## src/rtl/serial_mag_comparator_if.sv

```systemverilog
// Bundle of the request, operand, cascade and result signals of the serial
// magnitude comparator. The master drives requests; the slave is the comparator.
interface serial_mag_comparator_if #(
    parameter int W = 16
);
    logic         start;
    logic         signed_mode;
    logic [W-1:0] A;
    logic [W-1:0] B;
    logic         eq_in;
    logic         gt_in;
    logic         busy;
    logic         done;
    logic         eq;
    logic         gt;
    logic         lt;

    modport master (
        output start, signed_mode, A, B, eq_in, gt_in,
        input  busy, done, eq, gt, lt
    );

    modport slave (
        input  start, signed_mode, A, B, eq_in, gt_in,
        output busy, done, eq, gt, lt
    );
endinterface

```

## src/rtl/serial_mag_comparator.sv

```systemverilog
// Serial magnitude comparator: compares two W-bit operands one K-bit digit per
// cycle, most significant digit first, with early termination on the first
// unequal digit and a cascade input used when the operands are equal.
module serial_mag_comparator #(
    parameter int W = 16,
    parameter int K = 2
) (
    input  logic                      clk,
    input  logic                      rst,
    serial_mag_comparator_if.slave    bus
);
    localparam int ND = W / K;
    localparam int IW = (ND > 1) ? $clog2(ND) : 1;
    localparam logic [W-1:0] MSB_MASK = W'(1) << (W - 1);

    generate
        if (K < 1 || (W % K) != 0) begin : g_bad_param
            $error("serial_mag_comparator: W must be a multiple of K and K >= 1");
        end
    endgenerate

    typedef enum logic [1:0] {
        IDLE,
        COMPARE,
        DONE
    } state_t;

    state_t        state_q;
    logic [W-1:0]  a_q;
    logic [W-1:0]  b_q;
    logic          eq_in_q;
    logic          gt_in_q;
    logic [IW-1:0] idx_q;
    logic          pend_q;
    logic          last_q;
    logic          dgt_q;
    logic          dlt_q;
    logic          done_q;
    logic          eq_q;
    logic          gt_q;
    logic          lt_q;

    logic [K-1:0]  a_dig;
    logic [K-1:0]  b_dig;

    // Select the digit currently addressed by the index.
    always_comb begin
        a_dig = a_q[idx_q*K +: K];
        b_dig = b_q[idx_q*K +: K];
    end

    // Control FSM with registered results. A digit's compare flags are
    // registered in one COMPARE cycle and acted on in the next, so a
    // comparison examining D digits reports done D+1 edges after accept.
    always_ff @(posedge clk) begin
        if (rst) begin
            state_q <= IDLE;
            done_q  <= 1'b0;
            eq_q    <= 1'b0;
            gt_q    <= 1'b0;
            lt_q    <= 1'b0;
            pend_q  <= 1'b0;
        end else begin
            done_q <= 1'b0;
            case (state_q)
                IDLE: begin
                    if (bus.start) begin
                        // Signed operands are mapped to offset binary by
                        // flipping the sign bit, so every digit compares unsigned.
                        a_q     <= bus.A ^ (bus.signed_mode ? MSB_MASK : '0);
                        b_q     <= bus.B ^ (bus.signed_mode ? MSB_MASK : '0);
                        eq_in_q <= bus.eq_in;
                        gt_in_q <= bus.gt_in;
                        idx_q   <= IW'(ND - 1);
                        pend_q  <= 1'b0;
                        state_q <= COMPARE;
                    end
                end
                COMPARE: begin
                    if (pend_q && (dgt_q || dlt_q)) begin
                        eq_q    <= 1'b0;
                        gt_q    <= dgt_q;
                        lt_q    <= dlt_q;
                        done_q  <= 1'b1;
                        state_q <= DONE;
                    end else if (pend_q && last_q) begin
                        eq_q    <= eq_in_q;
                        gt_q    <= gt_in_q & ~eq_in_q;
                        lt_q    <= ~eq_in_q & ~gt_in_q;
                        done_q  <= 1'b1;
                        state_q <= DONE;
                    end else begin
                        dgt_q  <= (a_dig > b_dig);
                        dlt_q  <= (a_dig < b_dig);
                        last_q <= (idx_q == '0);
                        idx_q  <= idx_q - 1'b1;
                        pend_q <= 1'b1;
                    end
                end
                DONE: begin
                    state_q <= IDLE;
                end
                default: begin
                    state_q <= IDLE;
                end
            endcase
        end
    end

    assign bus.busy = (state_q != IDLE);
    assign bus.done = done_q;
    assign bus.eq   = eq_q;
    assign bus.gt   = gt_q;
    assign bus.lt   = lt_q;
endmodule
```

## src/flat_wrapper.sv

```systemverilog
// flat-port wrapper written by rule: the top's interface ports become plain ports
module serial_mag_comparator_flat 
#(
    parameter int W = 16,
    parameter int K = 2
)
  (clk, rst, bus_start, bus_signed_mode, bus_A, bus_B, bus_eq_in, bus_gt_in, bus_busy, bus_done, bus_eq, bus_gt, bus_lt);
  serial_mag_comparator_if #(.W(W)) bus_i ();
  input  logic clk;
  input  logic rst;
  input wire logic [$bits(bus_i.start)-1:0] bus_start;
  input wire logic [$bits(bus_i.signed_mode)-1:0] bus_signed_mode;
  input wire logic [$bits(bus_i.A)-1:0] bus_A;
  input wire logic [$bits(bus_i.B)-1:0] bus_B;
  input wire logic [$bits(bus_i.eq_in)-1:0] bus_eq_in;
  input wire logic [$bits(bus_i.gt_in)-1:0] bus_gt_in;
  output wire logic [$bits(bus_i.busy)-1:0] bus_busy;
  output wire logic [$bits(bus_i.done)-1:0] bus_done;
  output wire logic [$bits(bus_i.eq)-1:0] bus_eq;
  output wire logic [$bits(bus_i.gt)-1:0] bus_gt;
  output wire logic [$bits(bus_i.lt)-1:0] bus_lt;
  assign bus_i.start = bus_start;
  assign bus_i.signed_mode = bus_signed_mode;
  assign bus_i.A = bus_A;
  assign bus_i.B = bus_B;
  assign bus_i.eq_in = bus_eq_in;
  assign bus_i.gt_in = bus_gt_in;
  assign bus_busy = bus_i.busy;
  assign bus_done = bus_i.done;
  assign bus_eq = bus_i.eq;
  assign bus_gt = bus_i.gt;
  assign bus_lt = bus_i.lt;
  serial_mag_comparator #(.W(W), .K(K)) u_core (.clk(clk), .rst(rst), .bus(bus_i));
endmodule
```

## config.mk

```make
export PLATFORM = sky130hd
export DESIGN_NAME = serial_mag_comparator_flat
export DESIGN_NICKNAME = d
export VERILOG_FILES = /design/src/rtl/serial_mag_comparator_if.sv /design/src/rtl/serial_mag_comparator.sv /design/src/flat_wrapper.sv
export SDC_FILE = /design/constraint.sdc
export NUM_CORES = 1
export LEC_CHECK = 0
export BUFFER_PORTS_ARGS = -buffer_cell sky130_fd_sc_hd__buf_4
export CORE_MARGIN = 2
export CORE_UTILIZATION = 53
export CTS_CLUSTER_SIZE = 28
export DETAILED_ROUTE_END_ITERATION = 6
export GPL_TIMING_DRIVEN = 1
export PLACE_DENSITY = 0.87
export SETUP_SLACK_MARGIN = 0.02
export SKIP_LAST_GASP = 1
export SLEW_MARGIN = 0
export SYNTH_ARGS = -nofsm -noshare
export SYNTH_HDL_FRONTEND = slang
export SYNTH_SLANG_ARGS = --single-unit
```

## constraint.sdc

```tcl
create_clock -name clk -period 5.8 [get_ports clk]
set_input_delay 0.87 -clock clk [delete_from_list [all_inputs] [get_ports clk]]
set_output_delay 0.87 -clock clk [all_outputs]
set_load 0.02 [all_outputs]
```

==> results of run 1 <==
path summary, 6_finish.rpt:
path	start	depth (start not counted)	to	slack, ns
max	u_core.idx_q[0]$_SDFFCE_PN1P_	5	u_core.dgt_q$_DFFE_PP_	3.44
min	u_core.bus.eq$_SDFFE_PP0P_	2	u_core.bus.eq$_SDFFE_PP0P_	0.50
max reg2reg	u_core.idx_q[0]$_SDFFCE_PN1P_	5	u_core.dgt_q$_DFFE_PP_	3.44
min reg2reg	u_core.bus.eq$_SDFFE_PP0P_	2	u_core.bus.eq$_SDFFE_PP0P_	0.50
cell type report:
class | instances | area share [%]
Sequential cell | 47 | 56.87
Multi-Input combinational cell | 56 | 23.34
Timing Repair Buffer | 43 | 13.69
Tap cell | 46 | 2.440
Clock buffer | 6 | 1.751
Clock inverter | 1 | 1.273
Inverter | 4 | 0.6366
cell usage after synthesis (all sizes together) (2+ instances only):
library cell   n  area, um^2
a21oi          6       30.03
mux2           2       22.52
nor2           3       11.26
a2111oi        2       42.54
nor3           2       10.01
o21ai          3       15.01
xor2           2       17.52
edfxtp        40        1201
nor2b          2       12.51
mux4           8       180.2
nor3b          2       15.01
ha             4       50.05
nand2          6       22.52
clkbuf         3       11.26
inv            4       15.01
nand3b         2       15.01
a311oi         2       17.52
mux2i          2       20.02
dfxtp          7       140.1
logic make-up after synthesis:
family | Yosys count | synth area share [%]
mux | 12 | 11.62
simple gates | 24 | 7.311
compound gates | 13 | 5.483
flops | 47 | 69.97
fa+ha+maj | 4 | 2.611
xor+xnor | 3 | 1.371
buf+inv | 8 | 1.631
flip-flops by register name, summed over array words and instances (netlist names), 2 cells and up:
name,flops
u_core.a_q,16
u_core.b_q,16
u_core.idx_q,3
u_core.state_q,2
worst min-delay path: cells and delay by family, from the launching register on:
family             cells  cell delay [ns]
DFF                    1             0.34
AOI/OAI and AO/OA      2             0.13
metrics by stage:
| stage | setup slack, ns | cell area [um^2] | utilization [%] | std cells |
|---|---|---|---|---|
| final | 3.439 | 2359 | 69.05 | 203 |
| after global routing | 3.276 | 2359 | 69.05 | 203 |
| after CTS | 3.405 | 2359 | 69.05 | 203 |
| after detailed placement | 3.409 | 2287 | 66.96 | 196 |
| after global placement | 3.510 | 2287 | 66.96 | 196 |
| after floorplan | 0.9207 | 1917 | - | 111 |
routing by layer:
layer	routed length (um)	share of wire, %	vias up
li1	-	-	524
met2	1441	50	34
met1	1212	42	506
met3	166	5.8	8
met5	0	0	-
met4	60	2.1	0
placed cells by master (no fill, tap or decap), types with 3 or more instances in the layout:
cell type  synthesis  routed
clkbuf_4           0       5
ha_1               4       4
nor2_1             3       3
buf_4              0      43
dfxtp_1            7       7
o21ai_0            3       3
inv_1              4       4
a21oi_1            6       6
edfxtp_1          40      40
mux4_2             8       8
nand2_1            6       6
power groups by stage:
stage               sequential [mW]  combinational (mW)  clock [mW]
floorplan                     0.399              0.0363           0
global placement              0.401              0.0601           0
detailed placement            0.402              0.0640           0
CTS                           0.395              0.0641       0.188
global route                  0.397              0.0697       0.204
finish                        0.394              0.0632       0.185
==> results.txt, run 1 <==
* Post-route worst hold slack: 0.4963 ns
- Latest clock arrival within the worst-skew pair: 0.36 ns
* Cells after Synth: 111
- Die ar.: 4114 um^2
- Average wire length per cell after detail routing: 14.19 um
- The worst setup path is captured at a register.
* VDD IR-drop max: 0.1509 mV
- # DRC: 0
- Together, buffers and inverters on the worst path number 0.
- Via-to-Cell Ratio: 5.281
- In the finished design, the share of the clock period the worst path needs comes to 40.71%.
- For met1 alone, demand over resource in global routing was 20.10%.
* Sequential share of power: 61.4%
* Crit-path cells: mux4_2 > mux2_2 > ha_1 > a21oi_1 > a21oi_1
- DRT antenna net count: 0
* Std-Cell Rows: 21
- The net count of the finished layout is 199.
- The die is 64.14 um wide.
- Detailed routing inserted a total of 1072 vias.
- Summed over all nets, the half-perimeter wirelength after detailed placement is 2.105 mm.
- In the global route stage, met2 resource usage came out at 27.08%.
* Drt pass-1 iters: 4
- The longest clock path from root to sink contains 2 buffers.
* Combined area of the multi-input logic cells: 550.5 um^2
- Crit path max fanout: 10
- On the worst path, the slowest cell contributes a delay of 0.70 ns.
- Across the routed clock network, the largest skew measured is 0.008923 ns.
- Required time of the critical path: 5.93 ns
- The number of hold violations in the final report is 0.
- CP dominant cell by count: a21oi_1
- Internal power comes to 510.5 uW.
- Clock tree synthesis found a total of 47 sinks.
- The slowest stage of the critical path belongs to the cell edfxtp_1.
- The kind of cell with the highest combined delay along the critical path is multiplexers.
* Fmax: 423.5 MHz
- Number of buffers created by CTS: 5
- Most crowded layer after global routing: met2
- In this run the number of H-tree levels came out at 2.
- Fraction of registers with async set/reset: 0%
- Routability-driven placement congestion ratio: 0.7342
- Fill cells in the final layout number 238.
* Share of cells above drive strength 1: 41.40%
- Port buffering added 42 buffers.
- Counting flops and latches in the post-synthesis netlist gives 47.
- The flow ran to the end, and the final reports show no timing, DRC or antenna violations.
* Die boundary height: 64.14 um
- Data arrival, critical path: 2.49 ns
* Hold buffer count at CTS: 0
- For this run, global-route usage on met3 was measured as 6.162%.
* Total global routing overflow: 0
- The average instance in the mapped netlist occupies 17.27 um^2.
- The worst setup path is of the register to register kind.
- RSZ-0062 raised after global routing: no
- The share of the Yosys chip area taken by registers is 69.97%.
- The clock network accounts for 28.8% of the total power.
* Antenna violations before repair: 0
* Number of enable-type register cells in the synthesized netlist: 40
* Worst Setup Start Kind: register
- Portion of total power attributed to combinational logic: 9.8%
- Count of max-cap constraint violations: 0
- Setup violations remaining at the end of the flow were counted as 0.
- Among all flip-flop cells after synthesis, the most frequent one is edfxtp_1.
* Post-CTS setup buffer count: 0
- Syn Nets: 153
* Final critical path time including I/O delays and setup: 2.361 ns
- Core Footprint: 3416 um^2
* Detailed router's first-iteration violation count: 50
- At the pin with the least slew margin, the transition time is 0.5382 ns.
- Wire length of the first global-routing pass: 4.981 mm
* Clock-pin slew of the registers on the worst-case setup and hold paths: 0.13 ns
- The repair_antennas step left the layout with diodes totalling 0.
- Clock tree from TritonCTS: done
* Power density over cell area: 272.4 nW/um^2
* Via count of the first global-routing pass: 1083
- Pwr Total: 642.4 uW
- Sequential standard cell area: 1341 um^2
* Pleak: 0.8845 nW
- The number of pins exceeding their max-slew limit in the final report came to 0.
- Starting utilization of the core area: 56.12%
- Resize count post-CTS: 0
- Signed area change from the synthesized netlist to the final layout: 23.04%
* Total number of yosys warnings: 0
- CTS placed an instance of clkbuf_4 at the clock tree root.
- Number of ports placed on the die boundary: 43
- Fraction of power spent switching nets: 20.53%
- Number of different library cells in the post-synthesis netlist: 29
- After synthesis the cells add up to 1917 um^2.
* Net switching power: 131.9 uW
- The tightest min-delay check is of the register to register type.
- Summed over all failing endpoints, the final setup total negative slack is 0 ns.
* Global-route usage over all layers: 16.56%
- Worst max-slew margin expressed relative to the limit: 64.05%
- Drt total wl: 2.881 mm
- Entering global routing, the biggest net connects 35 pins.
Note: power is estimated with default switching activity, not from simulation.
==> run 2, diff against run 1 <==
Clock period 5.8 ns to 2.3 ns, I/O delays scaled along.
==> results.txt, run 2 (synthesis gave the netlist of run 1 again) <==
- Sum of buffers and inverters on the critical path: 0
- Biggest cell delay along the critical path: 0.54 ns
- DRT antenna net count: 0
- Across all register-to-register paths, the minimum setup slack is 0.21 ns.
- R2R depth: 5
- Number of ports placed on the die boundary: 43
* Type of the worst setup path: register to register
- Root buffer selected by CTS: clkbuf_4
- Final count of pins violating max slew: 0
* Detailed router's first-iteration violation count: 91
- Data arrival, critical path: 2.21 ns
- STA classifies the critical path startpoint as a register.
* Count of max-cap constraint violations: 0
- CP dominant cell by count: a21oi_1
- Portion of total power attributed to combinational logic: 9.7%
- Wire length of the first global-routing pass: 5.264 mm
- Per report_power, the clock group accounts for 33.5% of the total.
* Worst-case clock skew: 0.01256 ns
- Setup repair after global routing left no endpoint under its margin.
* VDD IR-drop max: 0.5992 mV
- The routed layout has 1100 vias.
- Maximum buffer depth of the clock tree: 2
- Via count of the first global-routing pass: 1225
- Row generation in the floorplan step produced 21 rows.
- Post-Route Setup TNS: 0 ns
- The H-tree was split into 2 levels.
- For hold timing, the worst endpoint is u_core.b_q[1]$_DFFE_PP_.
* Required time of the critical path: 2.42 ns
* Die boundary height: 64.14 um
- Crit-path cells: mux4_2 > mux2_2 > ha_1 > a21oi_1 > a21oi_1
* Drt pass-1 iters: 4
- In this run the most critical hold path is launched from bus_B[1].
- Worst r2r src: u_core.idx_q[0]$_SDFFCE_PN1P_
* Total of buffers placed on input and output ports: 42
- At the end of the flow the core is filled with cells to 71.06%.
- Total global routing overflow: 0
- Hold violation count in the final report: 0
* HPWL after detailed placement: 2.322 mm
- The clock drives 47 sinks.
- After clock tree synthesis, the flow added hold-fix buffers numbering 0.
* Cell with the biggest individual delay on the critical path: mux4_2
- Routability-driven placement finished with a final weighted congestion of 0.8145.
- Net switching power: 339.0 uW
- Most crowded layer after global routing: met2
- Along the worst hold path, the cell count comes to 1.
- In the routed layout, each cell is associated on average with a via count of 5.288.
- Entering global routing, the biggest net connects 35 pins.
- After detailed routing, the number of remaining DRC violations is 0.
- Core Footprint: 3416 um^2
- Across every metal layer, demand over resource in global routing totals 17.10%.
- The run finished with clean final reports.
- Derived from the worst setup path, the maximum achievable clock frequency is 478.4 MHz.
* Critical R2R Capture: u_core.dgt_q$_DFFE_PP_
* Clock-pin slew of the registers on the worst-case setup and hold paths: 0.13 ns
* Count of nets after finishing: 203
- The number of antenna violations at the first check in global routing was 0.
- Fraction of power spent switching nets: 19.42%
* Share of cells above drive strength 1: 43.21%
- Sequential share of power: 56.8%
- Starting utilization of the core area: 56.12%
- Clock tree from TritonCTS: done
* Power density over cell area: 719.3 nW/um^2
- Latest clock arrival within the worst-skew pair: 0.35 ns
- Most common cell after layout, fill and taps aside: buf_4
* Path type of the worst min-delay path: primary input to register
- Global routing consumed, on the met3 layer, 6.162% of the routing resources.
- Antenna diode instance count: 0
- Share of the clock period used by the worst path after layout: 90.88%
- In the layout the commonest cells are 47 x buf_4, 40 x edfxtp_1, 8 x mux4_2.
* Drt total wl: 3.089 mm
- Setup violations remaining at the end of the flow were counted as 0.
- TritonCTS created 5 clock buffers.
- Die ar.: 4114 um^2
* Worst max-slew margin expressed relative to the limit: 66.00%
- Of all nets on the critical path, the largest fanout is 5.
- Final critical path time including I/O delays and setup: 2.090 ns
- In this design, the largest share of critical-path delay is due to multiplexers.
* Slew of the pin with the lowest slew margin: 0.5091 ns
- STA classifies the critical path endpoint as a register.
* Pleak: 0.9181 nW
- After detailed routing, the average wire length per cell comes to 14.85 um.
- The die is 64.14 um wide.
- Internal power contribution: 1.407 mW
- Met1 Resource Use GR: 20.10%
- Relative to the synthesized area, the layout overhead comes to 26.63%.
* Largest registers: u_core.a_q (16), u_core.b_q (16), u_core.idx_q (3)
- Global routing met2 resource utilization: 29.82%
run 2: final cells by class:
cell class,count,area [um^2]
clock buffers,6,41.29
clock inverters,2,60.06
fillers,233,988.4
inverters,4,15.01
multi-input cells,56,559.3
flip-flops and latches,47,1341
well taps,46,57.56
repair buffers,47,352.8
run 2: how the worst max path moves through the flow:
stage / end / slack, ns / cells after the start / start
after floorplan: u_core.a_q[0]$_DFFE_PP_ / 0.17 / 2 / rst
after global placement: u_core.dgt_q$_DFFE_PP_ / 0.20 / 5 / u_core.idx_q[0]$_SDFFCE_PN1P_
after detailed placement: u_core.dgt_q$_DFFE_PP_ / 0.12 / 5 / u_core.idx_q[0]$_SDFFCE_PN1P_
after CTS: u_core.dgt_q$_DFFE_PP_ / 0.1 / 5 / u_core.idx_q[0]$_SDFFCE_PN1P_
after global routing: u_core.dgt_q$_DFFE_PP_ / 0.12 / 5 / u_core.idx_q[0]$_SDFFCE_PN1P_
final: u_core.dgt_q$_DFFE_PP_ / 0.21 / 5 / u_core.idx_q[0]$_SDFFCE_PN1P_
run 2: metrics by stage:
step                area, um^2  std cells  power, mW  worst slack, ns  hold slack (ns)
floorplan                 1932        111      1.099           0.1699           0.4439
global placement          2311        198      1.169           0.2032           0.4579
detailed placement        2311        198      1.180           0.1161           0.4814
CTS                       2412        206      1.757          0.09743           0.1463
global route              2427        208      1.823           0.1161           0.1200
finish                    2427        208      1.746           0.2098           0.1614
run 2: power groups by stage:
stage / registers, mW / logic [mW] / clock network [mW]
after floorplan: 1.01 / 0.0937 / 0
after global placement: 1.01 / 0.159 / 0
after detailed placement: 1.01 / 0.168 / 0
after CTS: 0.993 / 0.168 / 0.596
after global routing: 0.997 / 0.186 / 0.640
final: 0.992 / 0.170 / 0.584
run 2: worst register-to-register path: cells and delay by family, from the launching register on:
kind	cells	cell delay [ns]
multiplexers	2	0.82
flip-flops	1	0.48
adder cells (fa/ha/maj)	1	0.32
AO/OA/AOI/OAI	2	0.24
run 2: repair_timing:
item | in CTS | in global routing
resized for setup | 0 | 0
buffers inserted | 0 | 2
endpoints found under the setup margin | 0 | 1
run 2: metal layers:
| layer | part of all wire, % | vias up |
|---|---|---|
| li1 | - | 531 |
| met1 | 38 | 528 |
| met2 | 55 | 39 |
| met3 | 6.3 | 2 |
| met4 | 0.26 | 0 |
| met5 | 0 | - |
